**src/rtl/ipml_prefetch_pkg.sv**
```systemverilog
// Shared constants and helpers for the ipml read-side prefetch engine.
// The elaboration-check macro expands to a generate block inside the including module.
package ipml_prefetch_pkg;

  localparam int unsigned LAT_MIN  = 1;
  localparam int unsigned LAT_MAX  = 3;
  localparam int unsigned SKID_MIN = 2;
  localparam int unsigned SKID_MAX = 16;

  function automatic int unsigned clog2(input int unsigned value);
    int unsigned res;
    int unsigned v;
    res = 0;
    v   = 1;
    while (v < value) begin
      v   = v << 1;
      res = res + 1;
    end
    return res;
  endfunction

endpackage

`define IPML_PREFETCH_CHECK(skid, lat) \
  if ((skid) < (lat)) begin : g_skid_lat_chk \
    $error("ipml_prefetch: c_SKID_DEPTH must be >= c_RD_LATENCY"); \
  end

```
**src/rtl/ipml_prefetch_skid_buf.sv**
```systemverilog
// Circular register skid buffer with push/pop/flush, occupancy count and sticky overflow.
module ipml_prefetch_skid_buf
  import ipml_prefetch_pkg::*;
#(
  parameter int unsigned c_DATA_WIDTH = 32,
  parameter int unsigned c_DEPTH      = 2,
  parameter int unsigned c_LVL_W      = clog2(c_DEPTH + 1)
) (
  input  logic                    rd_clk,
  input  logic                    rd_rst,
  input  logic                    flush,
  input  logic                    push,
  input  logic [c_DATA_WIDTH-1:0] push_data,
  input  logic                    pop,
  output logic [c_DATA_WIDTH-1:0] head_data,
  output logic [c_LVL_W-1:0]      count,
  output logic                    empty,
  output logic                    ovf_err
);

  localparam int unsigned PTR_W = (clog2(c_DEPTH) > 0) ? clog2(c_DEPTH) : 1;
  localparam logic [PTR_W-1:0]   PTR_LAST = PTR_W'(c_DEPTH - 1);
  localparam logic [c_LVL_W-1:0] CNT_FULL = c_LVL_W'(c_DEPTH);

  logic [c_DATA_WIDTH-1:0] mem_q [c_DEPTH];
  logic [c_DATA_WIDTH-1:0] mem_d [c_DEPTH];
  logic [PTR_W-1:0]        wr_ptr_q, wr_ptr_d, rd_ptr_q, rd_ptr_d;
  logic [c_LVL_W-1:0]      count_q, count_d;
  logic                    ovf_q, ovf_d;
  logic                    full, pop_ok, push_ok;

  function automatic logic [PTR_W-1:0] ptr_inc(input logic [PTR_W-1:0] p);
    return (p == PTR_LAST) ? '0 : p + PTR_W'(1);
  endfunction

  assign full    = (count_q == CNT_FULL);
  assign empty   = (count_q == '0);
  // When full, a push is only accepted alongside a pop (slot being vacated this cycle).
  assign pop_ok  = pop & ~empty;
  assign push_ok = push & (~full | pop_ok);

  always_comb begin
    mem_d    = mem_q;
    wr_ptr_d = wr_ptr_q;
    rd_ptr_d = rd_ptr_q;
    count_d  = count_q;
    ovf_d    = ovf_q;
    if (flush) begin
      wr_ptr_d = '0;
      rd_ptr_d = '0;
      count_d  = '0;
    end else begin
      if (push_ok) begin
        mem_d[wr_ptr_q] = push_data;
        wr_ptr_d        = ptr_inc(wr_ptr_q);
      end
      if (pop_ok) rd_ptr_d = ptr_inc(rd_ptr_q);
      if (push_ok && !pop_ok)      count_d = count_q + c_LVL_W'(1);
      else if (pop_ok && !push_ok) count_d = count_q - c_LVL_W'(1);
      if (push && !push_ok) ovf_d = 1'b1;
    end
  end

  always_ff @(posedge rd_clk or posedge rd_rst) begin
    if (rd_rst) begin
      for (int unsigned i = 0; i < c_DEPTH; i++) mem_q[i] <= '0;
      wr_ptr_q <= '0;
      rd_ptr_q <= '0;
      count_q  <= '0;
      ovf_q    <= 1'b0;
    end else begin
      mem_q    <= mem_d;
      wr_ptr_q <= wr_ptr_d;
      rd_ptr_q <= rd_ptr_d;
      count_q  <= count_d;
      ovf_q    <= ovf_d;
    end
  end

  assign head_data = mem_q[rd_ptr_q];
  assign count     = count_q;
  assign ovf_err   = ovf_q;

endmodule

```
**src/rtl/ipml_prefetch_rd_stage.sv**
```systemverilog
// Read-side prefetch: SDPRAM read port + empty flag -> FWFT valid/ready stream.
// Credit-based issue guarantees returning words always find room in the skid buffer.
module ipml_prefetch_rd_stage
  import ipml_prefetch_pkg::*;
#(
  parameter int unsigned c_DATA_WIDTH = 32,
  parameter int unsigned c_RD_LATENCY = 1,
  parameter int unsigned c_SKID_DEPTH = 2,
  parameter int unsigned c_LVL_W      = clog2(c_SKID_DEPTH + 1)
) (
  input  logic                    rd_clk,
  input  logic                    rd_rst,
  input  logic                    flush,
  input  logic                    ram_empty,
  output logic                    ram_rd_en,
  input  logic [c_DATA_WIDTH-1:0] ram_rd_data,
  output logic [c_DATA_WIDTH-1:0] out_data,
  output logic                    out_vld,
  input  logic                    out_rdy,
  output logic [c_LVL_W-1:0]      out_level,
  output logic                    ovf_err
);

  `IPML_PREFETCH_CHECK(c_SKID_DEPTH, c_RD_LATENCY)

  if (c_RD_LATENCY < LAT_MIN || c_RD_LATENCY > LAT_MAX ||
      c_SKID_DEPTH < SKID_MIN || c_SKID_DEPTH > SKID_MAX) begin : g_range_chk
    $error("ipml_prefetch: parameter out of legal range");
  end

  localparam int unsigned CRD_W = c_LVL_W + 2;

  logic [c_RD_LATENCY-1:0] vld_pipe_q, vld_pipe_d;
  logic [CRD_W-1:0]        inflight, credit_used;
  logic                    pop, buf_empty;

  assign pop = out_vld & out_rdy;

  // Words already popped this cycle free their slot, hence the out_rdy -> ram_rd_en path.
  always_comb begin
    inflight = '0;
    for (int unsigned i = 0; i < c_RD_LATENCY; i++) inflight = inflight + CRD_W'(vld_pipe_q[i]);
    credit_used = CRD_W'(out_level) + inflight - CRD_W'(pop);
    ram_rd_en   = ~rd_rst & ~ram_empty & ~flush & (credit_used < CRD_W'(c_SKID_DEPTH));
    vld_pipe_d  = flush ? '0 : c_RD_LATENCY'({vld_pipe_q, ram_rd_en});
  end

  always_ff @(posedge rd_clk or posedge rd_rst) begin
    if (rd_rst) vld_pipe_q <= '0;
    else        vld_pipe_q <= vld_pipe_d;
  end

  ipml_prefetch_skid_buf #(
    .c_DATA_WIDTH (c_DATA_WIDTH),
    .c_DEPTH      (c_SKID_DEPTH),
    .c_LVL_W      (c_LVL_W)
  ) u_skid (
    .rd_clk    (rd_clk),
    .rd_rst    (rd_rst),
    .flush     (flush),
    .push      (vld_pipe_q[c_RD_LATENCY-1]),
    .push_data (ram_rd_data),
    .pop       (pop),
    .head_data (out_data),
    .count     (out_level),
    .empty     (buf_empty),
    .ovf_err   (ovf_err)
  );

  assign out_vld = ~buf_empty;

endmodule

```
**config.mk**
```make
export PLATFORM = sky130hd
export DESIGN_NAME = ipml_prefetch_rd_stage
export DESIGN_NICKNAME = d
export VERILOG_FILES = /design/src/rtl/ipml_prefetch_pkg.sv /design/src/rtl/ipml_prefetch_skid_buf.sv /design/src/rtl/ipml_prefetch_rd_stage.sv
export SDC_FILE = /design/constraint.sdc
export NUM_CORES = 1
export LEC_CHECK = 0
export CORE_ASPECT_RATIO = 0.9
export CORE_UTILIZATION = 43
export CTS_BUF_LIST = sky130_fd_sc_hd__clkbuf_8
export DETAILED_ROUTE_END_ITERATION = 8
export PLACE_DENSITY = 0.73
export SLEW_MARGIN = 10
export SYNTH_ARGS = -nofsm -noshare
export SYNTH_HDL_FRONTEND = slang
export SYNTH_HIERARCHICAL = 1
export SYNTH_SLANG_ARGS = --single-unit
export TNS_END_PERCENT = 100
```
**constraint.sdc**
```tcl
create_clock -name rd_clk -period 2.6 [get_ports rd_clk]
set_input_delay 0.52 -clock rd_clk [delete_from_list [all_inputs] [get_ports rd_clk]]
set_output_delay 0.52 -clock rd_clk [all_outputs]
set_load 0.01 [all_outputs]
```
==> Word level (Yosys, flattened, before mapping) <==
Index checks and enable logic that the tools add are counted.
{ "op_classes": {"n_addsub": 6, "magnitude_cmp": 4, "eq_ne": 1, "n_mux": 16, "n_bitwise": 14, "reduce_logical": 12} }
{ "ops": {"columns": ["op", "n"], "rows": [
  ["$mux W32", 4],
  ["$bwmux W64", 1],
  ["$demux W32 S1", 1],
  ["$mux W1", 7],
  ["$and A1 B1 Y1", 6],
  ["$mux W2", 3],
  ["$not A1 Y1", 5],
  ["$ge A2 B2 Y1 const B", 2],
  ["$logic_and A1 B1 Y1", 4],
  ["$lt A4 B2 Y1 const B", 1],
  ["$not A1 Y2", 2],
  ["$reduce_and A2 Y1", 2],
  ["$reduce_bool A2 Y1", 2],
  ["$sub A3 B1 Y4", 1],
  ["$add A2 B1 Y3", 1],
  ["$reduce_bool A3 Y1", 1],
  ["$add A1 B1 Y1 const B", 2],
  ["$add A2 B1 Y2 const B", 1],
  ["$eq A2 B2 Y1 const B", 1],
  ["$logic_not A1 Y1", 2],
  ["$logic_not A2 Y1", 1],
  ["$lt A2 B1 Y1 const B", 1],
  ["$sub A2 B1 Y2 const B", 1],
  ["$or A1 B1 Y1", 1]
]} }
{ "word_totals": {"regBits": 70, "input_bits": 37, "output_inout_bits": 37} }

==> Longest topological paths before layout <==
Gate-level depths: netlist (run 1).
{ "logic_depth": {"word_depth": 11, "depth_mapped": 7, "ltp_nobuf": 7} }

==> Hierarchy <==
The synthesis (run 1) kept the hierarchy.
{ "modules_own_cells": {"columns": ["module", "n_inst", "cells_each", "area_each_um2"], "rows": [
  ["ipml_prefetch_skid_buf", 1, 202, 3184.3],
  ["ipml_prefetch_rd_stage", 1, 14, 130.1]
]} }

==> Worst setup path before layout (run 1) <==
OpenSTA, ideal clock, no wires.
{ "synth_path": {"kind": "reg2out", "from": "register u_skid.count_q[0] (netlist: u_skid/count[0])", "to": "output ram_rd_en", "arrival_time_ns": 2.274, "t_required_ns": 2.080, "setup_slack_ns": -0.194, "stages_incl_launch_ff": 8, "path_cell_list": "dfrtp_1 -> nor2_1 -> and2b_1 -> xnor2_1 -> nor2b_1 -> fa_1 -> or4_4 -> a21oi_1"} }
{ "synth_between": {"elab_chain_len": 6, "elab_cells_between_ends": 7} }
{ "synth_lines": {"columns": ["item", "line", "rtl"], "rows": [
  ["from (decl)", "ipml_prefetch_skid_buf.sv:28", "logic [c_LVL_W-1:0] count_q, count_d;"],
  ["from (signal assigned)", "ipml_prefetch_skid_buf.sv:75", "count_q <= count_d;"],
  ["$logic_not A2 Y1", "ipml_prefetch_skid_buf.sv:37", "assign empty = (count_q == '0);"],
  ["via buf_empty", "ipml_prefetch_rd_stage.sv:35", "logic pop, buf_empty;"],
  ["$not A1 Y1", "ipml_prefetch_rd_stage.sv:70", "assign out_vld = ~buf_empty;"],
  ["$and A1 B1 Y1", "ipml_prefetch_rd_stage.sv:37", "assign pop = out_vld & out_rdy;"],
  ["via pop", "ipml_prefetch_rd_stage.sv:35", null],
  ["$sub A3 B1 Y4", "ipml_prefetch_rd_stage.sv:43", "credit_used = CRD_W'(out_level) + inflight - CRD_W'(pop);"],
  ["$lt A4 B2 Y1", "ipml_prefetch_rd_stage.sv:44", "ram_rd_en = ~rd_rst & ~ram_empty & ~flush & (credit_used < CRD_W'(c_SKID_DEPTH));"],
  ["$and A1 B1 Y1", "ipml_prefetch_rd_stage.sv:44", null],
  ["to (decl)", "ipml_prefetch_rd_stage.sv:15", "output logic ram_rd_en,"]
]} }
The timed path passes the listed nets, and every way through them passes these cells.

==> Worst setup path in the final report (run 1) <==
{ "layout_path": {"from": "register u_skid.count_q[1] (netlist: u_skid/count[1])", "to": "output ram_rd_en"} }
Same word-level chain as after synthesis.

==> results of run 1 <==
logic make-up after synthesis:
| kind of cell | share of synthesized area (%) |
|---|---|
| AOI/OAI and AO/OA | 1.81 |
| muxes | 35.9 |
| and+or+nand+nor | 4.08 |
| xor gates and xnor gates | 0.793 |
| adders and majority gates | 0.604 |
| DFF | 52.9 |
| buffers and inverters | 3.96 |
cell usage in the layout (no fill, tap or decap), types with 3 or more instances in the layout:
| master | instances |
|---|---|
| buf_4 | 13 |
| mux2_4 | 29 |
| clkdlybuf4s50_1 | 71 |
| a21oi_1 | 3 |
| dfrtp_1 | 68 |
| mux2_2 | 66 |
| inv_1 | 5 |
| buf_12 | 3 |
| clkbuf_8 | 9 |
registers in the layout, indices dropped and copies added, names as in the netlist:
signal / cells
u_skid/count: 2
u_skid/mem_q: 64
u_skid/ovf_err: 1
u_skid/rd_ptr_q: 1
u_skid/wr_ptr_q: 1
vld_pipe_q: 1
what timing repair did:
action,CTS,global route
pin swaps,1,1
hold buffers,0,0
gates resized for setup,7,0
setup endpoints to repair,1,1
layer usage:
layer	GRT usage, %	part of all wire (%)
met1	21.3	46
met3	5.73	5.3
met2	27.0	47
met4	6.20	1.0
met5	0	0
per-stage QoR:
stage / util [%] / hold slack (ps) / worst slack [ps] / power [W] / TNS, ps
3_5_place_dp: 58.3 / 462 / -869 / 0.00240 / -3070
5_1_grt: 61.4 / 476 / -502 / 0.00352 / -502
4_1_cts: 61.4 / 472 / -467 / 0.00338 / -467
6_report: 61.4 / 476 / -407 / 0.00333 / -407
3_3_place_gp: 58.3 / 454 / -855 / 0.00237 / -2790
2_1_floorplan: - / 249 / -37.8 / 0.00195 / -37.8
worst min path at each step:
| stage | start | to | slack, ps |
|---|---|---|---|
| 3_3_place_gp | u_skid/ovf_err | u_skid/ovf_err | 450 |
| 4_1_cts | rd_rst | vld_pipe_q | 470 |
| 3_5_place_dp | u_skid/ovf_err | u_skid/ovf_err | 460 |
| 2_1_floorplan | rd_rst | vld_pipe_q | 250 |
| 6_report | u_skid/ovf_err | u_skid/ovf_err | 480 |
| 5_1_grt | rd_rst | vld_pipe_q | 480 |
area by class of cell:
type                    count  area [µm²]  share of cell area, %
clock buffers               9         124                   2.78
clock inverters             7        96.3                   2.16
inverters                   6        22.5                  0.506
multi-input cells         127        1450                   32.6
flip-flops and latches     70        1750                   39.4
well taps                  93         116                   2.61
repair buffers             89         888                   19.9
worst max-delay path, delay by kind of cell, from the launching register on:
family                   cells  cell delay (ps)
adder cells (fa/ha/maj)      1              430
flip-flops                   1              420
AO/OA/AOI/OAI                1              130
buffers and inverters        1              110
XOR/XNOR                     1              120
AND/OR/NAND/NOR              4              950
report_power, final:
group	total (W)	internal, W	switching (W)
Sequential	0.00141	0.00130	0.000109
Combinational	0.000959	0.000665	0.000294
Clock	0.000963	0.000543	0.000420
==> metrics.md, run 1 <==
| Metric | Value |
|---|---|
| Status | `finished with violations` |
| Failing checks | `setup timing` |
| Hold Crit Depth | `1` |
| First-pass DRT Iterations | `4` |
| Count leader, synth | `dfrtp_1` |
| Fin worst setup slack | `-407 ps` |
| Syn_area_per_cell | `about 15 µm²` |
| # fillers | `555` |
| Worst R2R Path Depth | `7` |
| Gr usage total | `roughly 17%` |
| CP Launch Point | `u_skid/count[1]` |
| Pins Over Slew Limit | `0` |
| Ant diodes | `0` |
| Asr flop ratio synth | `100%` |
| H-tree levels | `3` |
| CTS Buf Count | `9` |
| Largest stage delay on the critical path | `between 400 and 500 ps` |
| Nets | `between 300 and 400` |
| Post-DP HPWL | `around 4100 µm` |
| Number of global-route vias before repair | `~2,200` |
| Commonest cells in the netlist | `70 x dfrtp_1, 66 x mux2_2, 29 x mux2_4, 6 x clkbuf_1, 6 x inv_1` |
| Initial Util | `between 40% and 50%` |
| Clk slew on worst S/H paths | `~80 ps` |
| Port bufs | `between 70 and 80` |
| Req. time, crit path | `2080 ps` |
| Root buffer cell | `clkbuf_8` |
| Top_reg_cell synth | `dfrtp_1` |
| Skew final | `10.7 ps` |
| Top post-synthesis cells by area | `dfrtp_1 53%, mux2_2 22%, mux2_4 13%` |
| Grt total ovfl | `0` |
| DRC | `0` |
| RR Startpoint | `u_skid/count[0]` |
| EDFF count, synth | `0` |
| Post-Place Cells | `385` |
| Flop2flop setup slack | `440 ps` |
| Fin area | `around 0.0045 mm²` |
| Syn Nets | `between 200 and 300` |
| Area share of the largest cell type after synthesis | `52.9%` |
| Largest net degree at the start of global routing | `70` |
| Iteration-0 DRC count of the detailed router | `74` |
| Via Count | `just under 2,000` |
| Final hold vios | `0` |
| Max_slew headroom | `between 70% and 80%` |
| Crit-path max FO | `3` |
| Die Width | `between 90 and 100 µm` |
| Seq/Total Area, Yosys | `52.9%` |
| P per Cell Area | `749 mW/mm²` |
| VDD IR max | `roughly 0.40 mV` |
| Die area | `slightly above 0.008 mm²` |
| Post-synthesis cell count | `roughly 220` |
| Kind of end point of the critical path | `output pin` |
| Post-CTS Setup Inserts | `0` |
| Non-Filler Instances | `~400` |
| Tightest Pin Transition | `between 300 and 400 ps` |
| Clock buffer depth | `2` |
| Clk_lat worst skew | `approximately 340 ps` |
| Share of layout cells above drive strength 1 | `around 46%` |
| Post-synthesis instance area | `roughly 0.0033 mm²` |
| Vias/cell | `4.93` |
| Critical-path cell list | `nor2_4, and2b_2, xnor2_1, nor2b_1, fa_1, or4_4, a21oi_4, buf_6` |
| Initial antenna violation count | `0` |
| Placed cell areas | `0.00423 mm²` |
| R2R Path End | `u_skid/mem_q[36]` |
| Die Y | `between 80 and 90 µm` |
| Gpl congestion | `around 0.81` |
| Cell variety after synth | `31` |
| Min Tclk post-route | `3010 ps` |
| Final ANT Viol Nets | `0` |
| Area delta synth->final | `34.4%` |
| FMAX | `approximately 330 MHz` |
| TritonCTS clock tree | `built` |
| #FFs+latches synth | `70` |
| Syn. warnings | `6` |
| Yosys top cell by area | `dfrtp_1` |
| FP Rows | `29` |
| Count of clock tree sinks | `70` |
| Routed wire length | `6240 µm` |
| Boundary Pins | `74` |
| Final Cycle Share | `116%` |
| First-pass GRT wire length | `~10,000 µm` |
| Leak pwr | `around 2.1 nW` |
| Type of the worst min-delay path | `flip-flop to flip-flop` |
| WL per Instance | `about 16 µm` |
| RSZ-0062 raised after global routing | `true` |
| Crit path DAT | `2490 ps` |
| CP Class | `flip-flop to output pin` |
| Worst setup endpoint | `ram_rd_en` |
| Max capacitance violation total | `0` |
| CP Launch Type | `flip-flop` |
| # setup viols final | `1` |
| CORE AREA | `between 0.007 and 0.008 mm²` |
| Critical path's slowest cell | `or4_4` |
No activity file was read; power rests on OpenSTA's default activity.
==> run 2: changes to the inputs <==
--- a/config.mk
+++ b/config.mk
@@ -8,7 +8,9 @@
 export CORE_ASPECT_RATIO = 0.9
 export CORE_UTILIZATION = 43
 export CTS_BUF_LIST = sky130_fd_sc_hd__clkbuf_8
+export CTS_CLUSTER_DIAMETER = 60
 export DETAILED_ROUTE_END_ITERATION = 8
+export GPL_ROUTABILITY_DRIVEN = 0
 export PLACE_DENSITY = 0.73
 export SLEW_MARGIN = 10
 export SYNTH_ARGS = -nofsm -noshare
==> results of run 2 <==
Same layout as run 1: the final DEF is identical, and so are final timing and power.
==> run 3: changes to the inputs <==
--- a/config.mk
+++ b/config.mk
@@ -11,6 +11,7 @@
 export CTS_CLUSTER_DIAMETER = 60
 export DETAILED_ROUTE_END_ITERATION = 8
 export GPL_ROUTABILITY_DRIVEN = 0
+export GPL_TIMING_DRIVEN = 0
 export PLACE_DENSITY = 0.73
 export SLEW_MARGIN = 10
 export SYNTH_ARGS = -nofsm -noshare
==> run 3 against run 2 <==
Compared with the run above:
- the flow still finishes with violations (setup timing)
- flip-flop and latch count did not move
- utilization did not move
- power fell by 1.9%
- cell count did not move
- non-clock buffer count did not move
- clock-buffer cell count rose by 2
- highest routed layer unchanged
==> metrics.md, run 3 (same netlist as run 1, synthesis figures left out) <==
| Metric | Value |
|---|---|
| Status | `finished with violations` |
| Failing checks | `setup timing` |
| Skew final | `5.65 ps (-5.03 ps)` |
| Share of layout cells above drive strength 1 | `45.8% (-0.65 points)` |
| Nets | `341 (unchanged)` |
| Largest net degree at the start of global routing | `37 (-47%)` |
| DRC | `0 (unchanged)` |
| Top reg by flops | `u_skid/mem_q` |
| Initial Util | `45.7% (unchanged)` |
| RR Startpoint | `u_skid/count[1]` |
| Tightest Pin Transition | `438 ps (+59.4 ps)` |
| Hold Slack | `439 ps (-37.1 ps)` |
| Count of clock tree sinks | `70 (unchanged)` |
| FP Rows | `29 (unchanged)` |
| Number of global-route vias before repair | `2,124 (-2.5%)` |
| First-pass DRT Iterations | `4 (unchanged)` |
| Clk slew on worst S/H paths | `70 ps (about the same)` |
| Vias/cell | `4.92 (-0.25%)` |
| Min Tclk post-route | `2980 ps (-25.1 ps)` |
| Post-DP HPWL | `4220 µm (+3.7%)` |
| Area delta synth->final | `34.4% (unchanged)` |
| Via Count | `1,972 (-0.25%)` |
| P per Cell Area | `735 mW/mm² (-1.9%)` |
| Kind of end point of the critical path | `output pin` |
| Die Width | `94.5 µm (unchanged)` |
| Gr usage total | `17.2% (+0.27 points)` |
| Max reg flops | `64 (unchanged)` |
| Type of the worst min-delay path | `input pin to async pin` |
| Final hold vios | `0 (unchanged)` |
| Port bufs | `73 (unchanged)` |
| CP Launch Point | `u_skid/count[1]` |
| Fin util | `61.4% (unchanged)` |
| Leak pwr | `2.08 nW (-0.35%)` |
| Root buffer cell | `clkbuf_8` |
| FMAX | `335 MHz (+0.84%)` |
| TritonCTS clock tree | `built` |
| Dpl ws | `-924 ps (-54.8 ps)` |
| Boundary Pins | `74 (unchanged)` |
| Clock buffer depth | `2 (unchanged)` |
| Fin area | `0.00445 mm² (unchanged)` |
| Final Cycle Share | `115% (-0.97 points)` |
| RSZ-0062 raised after global routing | `true` |
| Iteration-0 DRC count of the detailed router | `55 (-26%)` |
| H-tree levels | `3 (unchanged)` |
| WL per Instance | `15.6 µm (+0.11%)` |
| Ant diodes | `0 (unchanged)` |
| Routed wire length | `6240 µm (+0.11%)` |
| Commonest cells after routing, fill and taps aside | `71 x clkdlybuf4s50_1, 67 x dfrtp_1, 66 x mux2_2` |
| CP Launch Type | `flip-flop` |
| Max capacitance violation total | `0 (unchanged)` |
| Initial antenna violation count | `0 (unchanged)` |
| Crit path DAT | `2460 ps (-30 ps)` |
| Die area | `0.00806 mm² (unchanged)` |
| Most common cell after layout, fill and taps aside | `clkdlybuf4s50_1` |
| Die Y | `85.3 µm (unchanged)` |
| Crit-path max FO | `3 (unchanged)` |
| Placed cell areas | `0.00420 mm² (-0.62%)` |
| Final ANT Viol Nets | `0 (unchanged)` |
| Fin worst setup slack | `-382 ps (+25.1 ps)` |
| Clk_lat worst skew | `340 ps (about the same)` |
| Grt total ovfl | `0 (unchanged)` |
| CP Class | `flip-flop to output pin` |
| Pins Over Slew Limit | `0 (unchanged)` |
| # fillers | `567 (+2.2%)` |
| Max_slew headroom | `70.8% (-4.0 points)` |
| CORE AREA | `0.00726 mm² (unchanged)` |
| CTS Buf Count | `9 (unchanged)` |
| First-pass GRT wire length | `10,400 µm (+0.40%)` |
| Req. time, crit path | `2080 ps (about the same)` |
| # setup viols final | `1 (unchanged)` |
| VDD IR max | `0.486 mV (+21%)` |
[run 3: what timing repair did]
action                     CTS  global route
setup endpoints to repair   30            12
hold buffers                 0             0
buffers inserted             3             0
resized for setup           13             4
[run 3: critical path, cell delays in order (launching register included)]
cell and delay, ps:
dfrtp_2 430, nor2_4 120, and2b_4 200, xnor2_1 120, nor2b_1 150, fa_1 420, or4_4 450, a21oi_4 130
buf_6 110
[run 3: final timing paths]
path / endpoint / slack [ps] / depth (start not counted)
max: ram_rd_en / -380 / 8
min in group rd_clk: u_skid/ovf_err / 480 / 1
max in group asynchronous: u_skid/count[0] / 1440 / 3
min reg2reg: u_skid/ovf_err / 480 / 1
max reg2reg: u_skid/mem_q[24] / 370 / 8
min: vld_pipe_q / 440 / 2
[run 3: cell type report]
| class | count | area (µm²) | share of cell area [%] |
|---|---|---|---|
| flip-flops and latches | 70 | 1760 | 39.4 |
| multi-input cells | 127 | 1450 | 32.6 |
| repair buffers | 77 | 773 | 17.4 |
| clock buffers | 11 | 151 | 3.40 |
| plain buffers | 12 | 123 | 2.75 |
| well taps | 93 | 116 | 2.61 |
| clock inverters | 5 | 56.3 | 1.26 |
| inverters | 6 | 25.0 | 0.562 |
[run 3: report_power, final]
part / switching (W) / leakage [nW] / internal, W
Combinational: 0.000293 / 1.08 / 0.000665
Sequential: 0.000111 / 0.900 / 0.00130
Clock: 0.000405 / 0.106 / 0.000495
[run 3: layer usage]
layer / global-route usage, % / part of all wire, %
met1: 22.9 / 47
met2: 26.6 / 46
met3: 5.38 / 5.4
met4: 5.79 / 1.2
met5: 0 / 0
[run 3: through the flow]
step / setup TNS [ps] / total power (W) / instances
after CTS: -416 / 0.00331 / 401
after floorplan: -37.8 / 0.00195 / 216
after global routing: -467 / 0.00345 / 401
final: -382 / 0.00327 / 401
after detailed placement: -3480 / 0.00239 / 383
after global placement: -67630 / 0.00237 / 382
